<file path="src/rtl/text_overlay_pkg.sv">
// Shared types and constants for the score text overlay.
package text_overlay_pkg;

   typedef enum logic [1:0] {
      LD_IDLE    = 2'd0,
      LD_CONVERT = 2'd1,
      LD_WRITE   = 2'd2
   } loader_state_t;

   localparam logic [6:0]  ASCII_SPACE = 7'h20;
   localparam logic [6:0]  ASCII_ZERO  = 7'h30;
   localparam int unsigned GLYPH_W     = 8;
   localparam int unsigned GLYPH_H     = 16;

endpackage

</file>
<file path="src/rtl/ascii_rom.sv">
// Team font ROM: 2048 x 8, address {char[6:0], row[3:0]}, one-cycle read.
// Glyphs are stored as 16 bytes per character, row 0 in the top byte.
module ascii_rom (
   input  logic        i_clk,
   input  logic [10:0] i_addr,
   output logic [7:0]  o_data
);

   logic [127:0] w_glyph;
   logic [7:0]   r_data;

   // bitmap of the addressed character
   always_comb begin
      case (i_addr[10:4])
         7'h30:   w_glyph = 128'h0000_7CC6_C6CE_DEF6_E6C6_C67C_0000_0000;
         7'h31:   w_glyph = 128'h0000_1838_7818_1818_1818_187E_0000_0000;
         7'h32:   w_glyph = 128'h0000_7CC6_060C_1830_60C0_C6FE_0000_0000;
         7'h33:   w_glyph = 128'h0000_7CC6_0606_3C06_0606_C67C_0000_0000;
         7'h34:   w_glyph = 128'h0000_0C1C_3C6C_CCFE_0C0C_0C1E_0000_0000;
         7'h35:   w_glyph = 128'h0000_FEC0_C0C0_FC06_0606_C67C_0000_0000;
         7'h36:   w_glyph = 128'h0000_3860_C0C0_FCC6_C6C6_C67C_0000_0000;
         7'h37:   w_glyph = 128'h0000_FEC6_0606_0C18_3030_3030_0000_0000;
         7'h38:   w_glyph = 128'h0000_7CC6_C6C6_7CC6_C6C6_C67C_0000_0000;
         7'h39:   w_glyph = 128'h0000_7CC6_C6C6_7E06_0606_0C78_0000_0000;
         7'h41:   w_glyph = 128'h0000_1038_6CC6_C6FE_C6C6_C6C6_0000_0000;
         default: w_glyph = '0;
      endcase
   end

   // synchronous read of one glyph row; ~row*8 selects byte 15-row
   always_ff @(posedge i_clk) begin
      r_data <= w_glyph[{~i_addr[3:0], 3'b000} +: 8];
   end

   assign o_data = r_data;

endmodule

</file>
<file path="src/rtl/score_text_overlay.sv">
// Text overlay: one line of N_CHARS glyphs with a double-dabble score loader
// writing the rightmost N_DIGITS slots; 2-clock registered pixel path.
module score_text_overlay
   import text_overlay_pkg::*;
#(
   parameter int unsigned N_CHARS  = 8,
   parameter int unsigned X0       = 24,
   parameter int unsigned Y0       = 48,
   parameter int unsigned N_DIGITS = 4,
   parameter int unsigned SCORE_W  = 14,
   parameter logic [11:0] FG       = 12'hFFF,
   parameter logic [11:0] BG       = 12'h000
) (
   input  logic                       clk,
   input  logic                       reset_n,
   input  logic                       video_on,
   input  logic [9:0]                 x,
   input  logic [9:0]                 y,
   input  logic                       wr_en,
   input  logic [$clog2(N_CHARS)-1:0] wr_idx,
   input  logic [6:0]                 wr_char,
   input  logic                       score_valid,
   input  logic [SCORE_W-1:0]         score,
   output logic                       score_ready,
   output logic [11:0]                rgb
);

   localparam int unsigned     IDX_W    = $clog2(N_CHARS);
   localparam int unsigned     BCD_W    = 4 * N_DIGITS;
   localparam int unsigned     CNT_W    = $clog2(SCORE_W + N_DIGITS + 1);
   localparam longint unsigned MAX_VAL  = (64'd10 ** N_DIGITS) - 64'd1;
   localparam logic [10:0]     X_LO     = 11'(X0);
   localparam logic [10:0]     X_HI     = 11'(X0 + GLYPH_W * N_CHARS);
   localparam logic [10:0]     Y_LO     = 11'(Y0);
   localparam logic [10:0]     Y_HI     = 11'(Y0 + GLYPH_H);
   localparam logic [IDX_W-1:0] DIG_BASE = IDX_W'(N_CHARS - N_DIGITS);

   loader_state_t    r_state, w_state_nxt;
   logic             r_ready;
   logic [SCORE_W-1:0] r_bin, w_score_sat;
   logic [BCD_W-1:0] r_bcd, w_bcd_adj;
   logic [CNT_W-1:0] r_cnt;
   logic             w_accept, w_fsm_wr;
   logic [IDX_W-1:0] w_fsm_slot;
   logic [6:0]       w_fsm_char;
   logic [6:0]       r_buf [N_CHARS];

   logic [10:0]      w_x11, w_y11;
   logic             w_in_box;
   logic [IDX_W-1:0] w_slot;
   logic [3:0]       w_row;
   logic [7:0]       w_rom_data;
   logic             r_vid1, r_box1;
   logic [2:0]       r_col1;

   assign score_ready = r_ready;
   assign w_score_sat = (64'(score) > MAX_VAL) ? SCORE_W'(MAX_VAL) : score;
   assign w_fsm_slot  = DIG_BASE + IDX_W'(r_cnt);
   assign w_fsm_char  = ASCII_ZERO + {3'b000, r_bcd[BCD_W-1 -: 4]};

   // add-3 correction of every BCD nibble that is 5 or more
   always_comb begin
      w_bcd_adj = r_bcd;
      for (int unsigned i = 0; i < N_DIGITS; i++) begin
         if (r_bcd[4*i +: 4] >= 4'd5) w_bcd_adj[4*i +: 4] = r_bcd[4*i +: 4] + 4'd3;
      end
   end

   // loader next state and FSM write strobe
   always_comb begin
      w_state_nxt = r_state;
      w_accept    = 1'b0;
      w_fsm_wr    = 1'b0;
      case (r_state)
         LD_IDLE: begin
            if (score_valid && r_ready) begin
               w_accept    = 1'b1;
               w_state_nxt = LD_CONVERT;
            end
         end
         LD_CONVERT: begin
            if (r_cnt == CNT_W'(SCORE_W - 1)) w_state_nxt = LD_WRITE;
         end
         LD_WRITE: begin
            w_fsm_wr = 1'b1;
            if (r_cnt == CNT_W'(N_DIGITS - 1)) w_state_nxt = LD_IDLE;
         end
         default: w_state_nxt = LD_IDLE;
      endcase
   end

   // loader state register
   always_ff @(posedge clk or negedge reset_n) begin
      if (!reset_n) r_state <= LD_IDLE;
      else          r_state <= w_state_nxt;
   end

   // loader datapath: capture, shift-add-3, digit shift-out, ready flag
   always_ff @(posedge clk or negedge reset_n) begin
      if (!reset_n) begin
         r_ready <= 1'b0;
         r_bin   <= '0;
         r_bcd   <= '0;
         r_cnt   <= '0;
      end else begin
         r_ready <= (r_state == LD_IDLE) && !w_accept;
         case (r_state)
            LD_IDLE: begin
               if (w_accept) begin
                  r_bin <= w_score_sat;
                  r_bcd <= '0;
                  r_cnt <= '0;
               end
            end
            LD_CONVERT: begin
               r_bcd <= {w_bcd_adj[BCD_W-2:0], r_bin[SCORE_W-1]};
               r_bin <= r_bin << 1;
               r_cnt <= (r_cnt == CNT_W'(SCORE_W - 1)) ? '0 : r_cnt + CNT_W'(1);
            end
            LD_WRITE: begin
               r_bcd <= r_bcd << 4;
               r_cnt <= r_cnt + CNT_W'(1);
            end
            default: r_cnt <= '0;
         endcase
      end
   end

   // character buffer; a loader write takes priority over a direct write
   always_ff @(posedge clk or negedge reset_n) begin
      if (!reset_n) begin
         for (int unsigned i = 0; i < N_CHARS; i++) r_buf[i] <= ASCII_SPACE;
      end else if (w_fsm_wr) begin
         r_buf[w_fsm_slot] <= w_fsm_char;
      end else if (wr_en) begin
         r_buf[wr_idx] <= wr_char;
      end
   end

   // pixel stage 1 decode; 11-bit compares keep the box edge from wrapping
   assign w_x11    = {1'b0, x};
   assign w_y11    = {1'b0, y};
   assign w_in_box = (w_x11 >= X_LO) && (w_x11 < X_HI) && (w_y11 >= Y_LO) && (w_y11 < Y_HI);
   assign w_slot   = IDX_W'((w_x11 - X_LO) >> 3);
   assign w_row    = 4'(w_y11 - Y_LO);

   ascii_rom u_rom (
      .i_clk  (clk),
      .i_addr ({r_buf[w_slot], w_row}),
      .o_data (w_rom_data)
   );

   // pixel stage 1: controls delayed alongside the ROM read
   always_ff @(posedge clk or negedge reset_n) begin
      if (!reset_n) begin
         r_vid1 <= 1'b0;
         r_box1 <= 1'b0;
         r_col1 <= '0;
      end else begin
         r_vid1 <= video_on;
         r_box1 <= w_in_box;
         r_col1 <= x[2:0];
      end
   end

   // pixel stage 2: colour select into the output register
   always_ff @(posedge clk or negedge reset_n) begin
      if (!reset_n)                                  rgb <= 12'h000;
      else if (!r_vid1)                              rgb <= 12'h000;
      else if (r_box1 && w_rom_data[3'd7 - r_col1]) rgb <= FG;
      else                                           rgb <= BG;
   end

endmodule
</file>
<file path="config.mk">
export PLATFORM = sky130hd
export DESIGN_NAME = score_text_overlay
export DESIGN_NICKNAME = d
export VERILOG_FILES = /design/src/rtl/text_overlay_pkg.sv /design/src/rtl/ascii_rom.sv /design/src/rtl/score_text_overlay.sv
export SDC_FILE = /design/constraint.sdc
export NUM_CORES = 1
export LEC_CHECK = 0
export BUFFER_PORTS_ARGS = -buffer_cell sky130_fd_sc_hd__buf_2
export CAP_MARGIN = 20
export CELL_PAD_IN_SITES_DETAIL_PLACEMENT = 0
export CELL_PAD_IN_SITES_GLOBAL_PLACEMENT = 1
export CORE_ASPECT_RATIO = 1.1
export CORE_MARGIN = 3
export CORE_UTILIZATION = 46
export DETAILED_ROUTE_END_ITERATION = 10
export PLACE_DENSITY = 0.92
export SYNTH_ARGS = -nofsm -noshare
export SYNTH_HDL_FRONTEND = slang
export SYNTH_SLANG_ARGS = --single-unit
</file>
<file path="constraint.sdc">
create_clock -name clk -period 2.79 [get_ports clk]
set_input_delay 0.4185 -clock clk [delete_from_list [all_inputs] [get_ports clk]]
set_output_delay 0.4185 -clock clk [all_outputs]
set_load 0.01 [all_outputs]
</file>
==> metrics.yaml, run 1 <==
p_seq_frac: 0.315
design.portCount: 62
placeableCoreArea_sq_um: 14600
slew-limit-headroom: 0.483
number_of_nets_in_the_final_layout: 971
cts-root-to-sink-buffers: 2
ir_worst_vdd_mv: 0.633
synth.yosys.seq_area_share: 0.385
postSynth.asyncResetShare: 0.935
critical_path_type: "in2reg"
worst-slew-pin-transition_ns: 0.768
sw_frac_of_total: 0.409
total_vias_in_the_final_route: 6646
cts_tree: "yes"
grt_setup_unrepaired: "true"
crit_required_ns: 3.03
clock_tree.htree_level_count: 3
max_clock_freq_ghz: 0.359
number_of_antenna_violations_at_the_first_check_in_global_routing: 0
setup_slack_ns: 0.00499
cp_data_arrival_time_ns: 3.03
detailedPlace.worstSlack_ns: -0.389
dieArea_sq_um: 16500
finish.instance_area_sq_um: 8370
main_combinational_cell_family_by_area_after_synthesis: "compound AO/OA/AOI/OAI gates"
remaining_drc_errors: 0
worst_setup_hold_path_clk_slew_ns: 0.07
internal_power_mw: 4.90
synth_ff_type: "sky130_fd_sc_hd__dfrtp_1"
n_antenna_cell: 0
syn2layout_area_growth_pct: 21.5
post_drt_wl_per_cell_um: 17.8
post_drt_via_cell_ratio: 6.03
hpwl_after_detailed_placement_um: 14000
post-route-period-util: 0.998
min-delay-path-class: "in2reg"
totalPowerFinal_mw: 8.28
syn-instance-count: 798
cts-buffers-inserted: 9
first_iter_violations: 653
placed_cells_incl_taps: 1084
gp_congestion: 0.917
clock-skew-final_ns: 0.00947
syn-num-nets: 862
cap_violations: 0
die_width_um: 123
finalNonFillerCells: 1103
avgSynthCellArea_sq_um: 8.64
clock_sink_count: 107
post_synth_num_cell_types: 81
power_density_nw_per_um2: 989
first_global_vias: 6375
post_synth_fa_ha_maj_area_fraction: 0.0272
setup_total_negative_slack_ns: 0
synthMuxAreaShare: 0.0652
placement.cell_area_sq_um: 7910
power.share.clock: 0.168
route.antenna.remaining_nets: 0
synth_xor_area_frac: 0.0163
synth_simple_gate_area_share: 0.197
leakage_nw: 3.53
final_cell_mix: "sky130_fd_sc_hd__nand2_1 (121), sky130_fd_sc_hd__buf_4 (95), sky130_fd_sc_hd__dfrtp_1 (92)"
worstPathMaxFanout: 11
yosysWarningCount: 0
worstSkewPairLatency_ns: 0.36
syn-cell-area_sq_um: 6890
p_comb_frac: 0.517
report.final.hold_viol_count: 0
synth_enable_flop_cells: 0
worst_hold_check_slack_ns: 0.169
placement.io_buffers: 61
first_pass_iters: 6
overflow: 0
effective_utilization_at_floorplan: 0.473
final-max-slew-violation-count: 0
final_period_minus_worst_setup_slack_ns: 2.79
rows: 46
grt_pass1_wl_um: 31700
clock-root-buffer: "sky130_fd_sc_hd__clkbuf_16"
final_util: 0.575
post_synthesis_compound_gate_area_fraction: 0.253
n_fill_cell: 1308
crit_path_end_kind: "flip-flop"
ys_ff_latch: 107
drt-total-wl_um: 19600
status: "completed"
die_h_um: 134
grt_usage: 0.240
most_common_library_cell_in_the_layout_ignoring_fill_and_taps: "sky130_fd_sc_hd__nand2_1"
finalSetupViolations: 0
grt_start_max_net_pins: 77
switchingPower_mw: 3.38
crit_start_category: "primary input"
final_layout_size_suffix_gt1_frac: 0.256
==> worst max-delay path: stages <==
cell and delay (ns):
sky130_fd_sc_hd__buf_2 0.12, sky130_fd_sc_hd__ha_4 0.29, sky130_fd_sc_hd__buf_12 0.17, sky130_fd_sc_hd__mux2i_2 0.17
sky130_fd_sc_hd__mux4_2 0.59, sky130_fd_sc_hd__and2_1 0.25, sky130_fd_sc_hd__buf_4 0.16, sky130_fd_sc_hd__nand2_1 0.07
sky130_fd_sc_hd__o21ai_0 0.10, sky130_fd_sc_hd__a211oi_2 0.29, sky130_fd_sc_hd__nor4bb_1 0.09, sky130_fd_sc_hd__a311o_1 0.29
==> path summary, 6_finish.rpt <==
path                                       start                      end  slack [ns]  cells after the start
max in group asynchronous                reset_n    r_buf[33]$_DFFE_PN1P_        1.56                      3
hold reg to reg            r_buf[16]$_DFFE_PN0P_    r_buf[16]$_DFFE_PN0P_        0.48                      2
min in group asynchronous                reset_n    r_buf[46]$_DFFE_PN0P_        0.51                      2
hold / removal                          video_on         r_vid1$_DFF_PN0_        0.17                      1
setup / recovery                            x[3]  u_rom.o_data[1]$_DFF_P_       0.005                     12
setup reg to reg           r_buf[47]$_DFFE_PN1P_  u_rom.o_data[7]$_DFF_P_        0.16                      9
==> kinds of logic after synthesis <==
family	after synthesis
AO/OA/AOI/OAI	262
multiplexers	34
AND/OR/NAND/NOR	288
adder cells (fa/ha/maj)	15
buffers and inverters	80
XOR/XNOR	12
flip-flops	107
==> cell usage after synthesis (3+ instances only) <==
master,instances,area share
sky130_fd_sc_hd__mux2_2,3,0.0049
sky130_fd_sc_hd__nand4b_1,4,0.0051
sky130_fd_sc_hd__nand4_1,3,0.0027
sky130_fd_sc_hd__a31oi_1,4,0.0036
sky130_fd_sc_hd__nor3b_1,13,0.014
sky130_fd_sc_hd__nand2_1,121,0.066
sky130_fd_sc_hd__o22ai_1,4,0.0036
sky130_fd_sc_hd__dfrtp_1,92,0.33
sky130_fd_sc_hd__buf_6,3,0.0049
sky130_fd_sc_hd__a32o_1,10,0.015
sky130_fd_sc_hd__inv_1,14,0.0076
sky130_fd_sc_hd__o22a_1,16,0.020
sky130_fd_sc_hd__nor3_1,14,0.010
sky130_fd_sc_hd__clkbuf_1,36,0.020
sky130_fd_sc_hd__buf_1,8,0.0044
sky130_fd_sc_hd__nor3_2,3,0.0044
sky130_fd_sc_hd__xnor2_1,7,0.0089
sky130_fd_sc_hd__buf_4,13,0.014
sky130_fd_sc_hd__nor2_1,69,0.038
sky130_fd_sc_hd__mux2i_1,22,0.032
sky130_fd_sc_hd__ha_1,15,0.027
sky130_fd_sc_hd__a22oi_1,45,0.049
sky130_fd_sc_hd__dfxtp_1,7,0.020
sky130_fd_sc_hd__o21ai_0,92,0.067
sky130_fd_sc_hd__o211ai_1,8,0.0087
sky130_fd_sc_hd__nand3_1,15,0.011
sky130_fd_sc_hd__dfstp_2,8,0.030
sky130_fd_sc_hd__nor4_1,5,0.0045
sky130_fd_sc_hd__nand2b_1,15,0.014
sky130_fd_sc_hd__xor2_1,4,0.0051
sky130_fd_sc_hd__nor2b_1,3,0.0027
sky130_fd_sc_hd__o31ai_1,9,0.0098
sky130_fd_sc_hd__a221o_1,4,0.0058
sky130_fd_sc_hd__and2_1,4,0.0036
sky130_fd_sc_hd__a21oi_1,33,0.024
sky130_fd_sc_hd__a211oi_1,3,0.0033
sky130_fd_sc_hd__mux4_2,8,0.026
==> power by group through the flow <==
stage | clock network [mW] | logic [mW] | registers [mW]
final | 1.39 | 4.28 | 2.61
after global routing | 1.47 | 4.72 | 2.67
after CTS | 1.41 | 4.07 | 2.58
after detailed placement | 0 | 4.01 | 2.61
after global placement | 0 | 3.94 | 2.59
after floorplan | 0 | 2.53 | 2.44
==> final cells by class <==
type / count / area [sq um] / area share
clock buffer: 10 / 229 / 0.0274
clock inverter: 5 / 87.6 / 0.0105
inverter: 17 / 63.8 / 0.00762
multi-input combinational: 612 / 4000 / 0.478
sequential: 107 / 2650 / 0.317
tap: 192 / 240 / 0.0287
timing repair buffer: 160 / 1090 / 0.131
==> registers in the layout, summed over array words and instances, names as in the netlist <==
name / count
r_box1: 1
rgb: 1
score_ready: 1
r_bin: 14
r_bcd: 16
r_buf: 56
u_rom.o_data: 7
r_state: 2
r_cnt: 5
r_col1: 3
r_vid1: 1
==> timing repair <==
item | CTS | global route
resized for setup | 4 | 23
pin swaps | 0 | 7
gates cloned | 1 | 0
endpoints found under the hold margin | 18 | 0
endpoints found under the setup margin | 2 | 7
hold buffers | 1 | 0
setup buffers | 0 | 2
==> per-layer routing <==
layer | vias up | wire length (um) | global-route usage
met5 | - | 0 | 0
met4 | 0 | 769 | 0.111
met3 | 55 | 1130 | 0.0460
met2 | 259 | 9680 | 0.384
met1 | 3196 | 8070 | 0.313
li1 | 3136 | - | -
Power figures use the tool's default switching activity.
==> run 2: changes to the inputs <==
Settings changed: CORE_UTILIZATION 46 to 47, CTS_BUF_LIST set to sky130_fd_sc_hd__clkbuf_8, PLACE_DENSITY 0.92 to 0.93.
==> run 2 against run 1 <==
  * The flow now finishes with violations (negative setup slack)
  * Sequential share of layout area increased by 0.18 points
  * Routed wire length is 2.6% higher
  * Count of clock-buffer cells in the layout unchanged
  * First-iteration DRC count is 8.3% higher
  * Critical path type unchanged
==> metrics.yaml, run 2 (synthesis gave the netlist of run 1 again) <==
status: "complete, but fails checks"
failing_checks: "negative setup slack"
first_global_vias: 6584
met2WireLength_um: 9960
power.share.clock: 0.134
post-route-period-util: 1.00
crit_required_ns: 3.10
final_util: 0.591
clock-root-buffer: "sky130_fd_sc_hd__clkbuf_8"
die_h_um: 133
cts-root-to-sink-buffers: 2
leakage_nw: 3.52
total_vias_in_the_final_route: 6724
final-max-slew-violation-count: 0
power_density_nw_per_um2: 957
number_of_nets_in_the_final_layout: 978
route.antenna.remaining_nets: 0
syn2layout_area_growth_pct: 20.8
hpwl_after_detailed_placement_um: 14700
crit_chain: "buf_2 > ha_4 > buf_12 > mux2i_2 > mux4_2 > nand2_2 > buf_4 > nor3_4 > a21oi_1 > or4b_1 > a221oi_2 > a221o_1"
worst-slew-pin-transition_ns: 0.808
worst_setup_hold_path_clk_slew_ns: 0.09
first_pass_iters: 5
layout_top_registers: "r_buf: 56 flops, r_bcd: 16 flops, r_bin: 14 flops"
ir_worst_vdd_mv: 0.746
wl_met1_um: 8440
cap_violations: 0
number_of_antenna_violations_at_the_first_check_in_global_routing: 0
number_of_flip_flops_under_the_largest_register_name: 56
multiInputGateArea_sq_um: 4010
design.portCount: 62
dieArea_sq_um: 16200
final_layout_size_suffix_gt1_frac: 0.257
grt_setup_unrepaired: "true"
internal_power_mw: 4.60
top_layer: "met4"
switchingPower_mw: 3.37
rows: 45
most_common_library_cell_in_the_layout_ignoring_fill_and_taps: "sky130_fd_sc_hd__nand2_1"
finalSetupViolations: 1
sequential_area_sq_um: 2650
remaining_drc_errors: 0
n_antenna_cell: 0
grt_start_max_net_pins: 47
cts_tree: "yes"
placement.io_buffers: 61
cts-buffers-inserted: 9
grt_usage: 0.245
clock_sink_count: 107
largest_register: "r_buf"
effective_utilization_at_floorplan: 0.490
overflow: 0
drt-total-wl_um: 20200
placeableCoreArea_sq_um: 14100
sw_frac_of_total: 0.423
worstSkewPairLatency_ns: 0.37
crit_path_end_kind: "flip-flop"
p_comb_frac: 0.538
max_clock_freq_ghz: 0.358
setup_total_negative_slack_ns: -0.00571
p_seq_frac: 0.327
post_drt_via_cell_ratio: 6.07
setup_slack_ns: -0.00571
min-delay-path-class: "in2reg"
placement.cell_area_sq_um: 7950
final_period_minus_worst_setup_slack_ns: 2.80
first_iter_violations: 707
cp_data_arrival_time_ns: 3.11
clock-skew-final_ns: 0.0105
clock_tree.htree_level_count: 3
wl_met3_um: 1170
cpMaxStageDelayCell: "sky130_fd_sc_hd__or4b_1"
gp_congestion: 0.909
worst_path_largest_cell_delay_ns: 0.50
die_width_um: 121
worst_hold_check_slack_ns: 0.152
critical_path_type: "in2reg"
crit_start_category: "primary input"
post_drt_wl_per_cell_um: 18.2
n_fill_cell: 1241
report.final.hold_viol_count: 0
finish.instance_area_sq_um: 8320
worstPathMaxFanout: 9
slew-limit-headroom: 0.456
final_cell_mix: "sky130_fd_sc_hd__nand2_1 (120), sky130_fd_sc_hd__buf_4 (102), sky130_fd_sc_hd__dfrtp_1 (92)"
grt_pass1_wl_um: 32400
run 2: cell type report:
type	instances	share of cell area
Multi-Input combinational cell	613	0.482
Sequential cell	107	0.319
Timing Repair Buffer	166	0.136
Tap cell	188	0.0283
Clock buffer	10	0.0165
Clock inverter	6	0.0105
Inverter	17	0.00767
run 2: power groups by stage:
stage / logic (mW) / clock network [mW] / registers (mW)
detailed placement: 4.03 / 0 / 2.59
finish: 4.29 / 1.07 / 2.61
floorplan: 2.53 / 0 / 2.44
CTS: 4.05 / 1.09 / 2.56
global placement: 3.95 / 0 / 2.55
global route: 4.68 / 1.15 / 2.67
run 2: timing repair:
item	4_1_cts	5_1_grt
hold buffers	1	0
buffers inserted	0	2
setup endpoints to repair	1	7
gates cloned	0	2
hold endpoints to repair	16	0
pin swaps	0	1
gates resized for setup	1	18
run 2: final timing paths:
check	from	to	slack, ns	depth (start not counted)
max reg2reg	r_buf[47]$_DFFE_PN1P_	u_rom.o_data[7]$_DFF_P_	0.12	9
min	video_on	r_vid1$_DFF_PN0_	0.15	1
min in group asynchronous	reset_n	r_bin[11]$_DFFE_PN0P_	0.54	2
min reg2reg	r_bin[12]$_DFFE_PN0P_	r_bin[12]$_DFFE_PN0P_	0.50	2
max	x[4]	u_rom.o_data[7]$_DFF_P_	-0.006	12
max in group asynchronous	reset_n	r_buf[33]$_DFFE_PN1P_	1.56	3
run 2: routing by layer:
layer,vias to the layer above,GRT usage
met5,-,0
met4,0,0.0978
met3,45,0.0385
met2,252,0.416
met1,3267,0.312
li1,3160,-
run 2: worst max-delay path: cells and delay by family:
kind | cells | cell delay, ns
simple gates | 3 | 0.73
fa+ha+maj | 1 | 0.36
buf+inv | 3 | 0.44
mux | 2 | 0.66
compound gates | 3 | 0.48
run 2: metrics by stage:
stage	setup slack, ns	total power [mW]	cells
global placement	-0.368	6.51	1086
CTS	0.0235	7.70	1103
global route	-0.101	8.50	1107
detailed placement	-0.421	6.62	1086
floorplan	-0.201	4.96	798
finish	-0.00571	7.97	1107
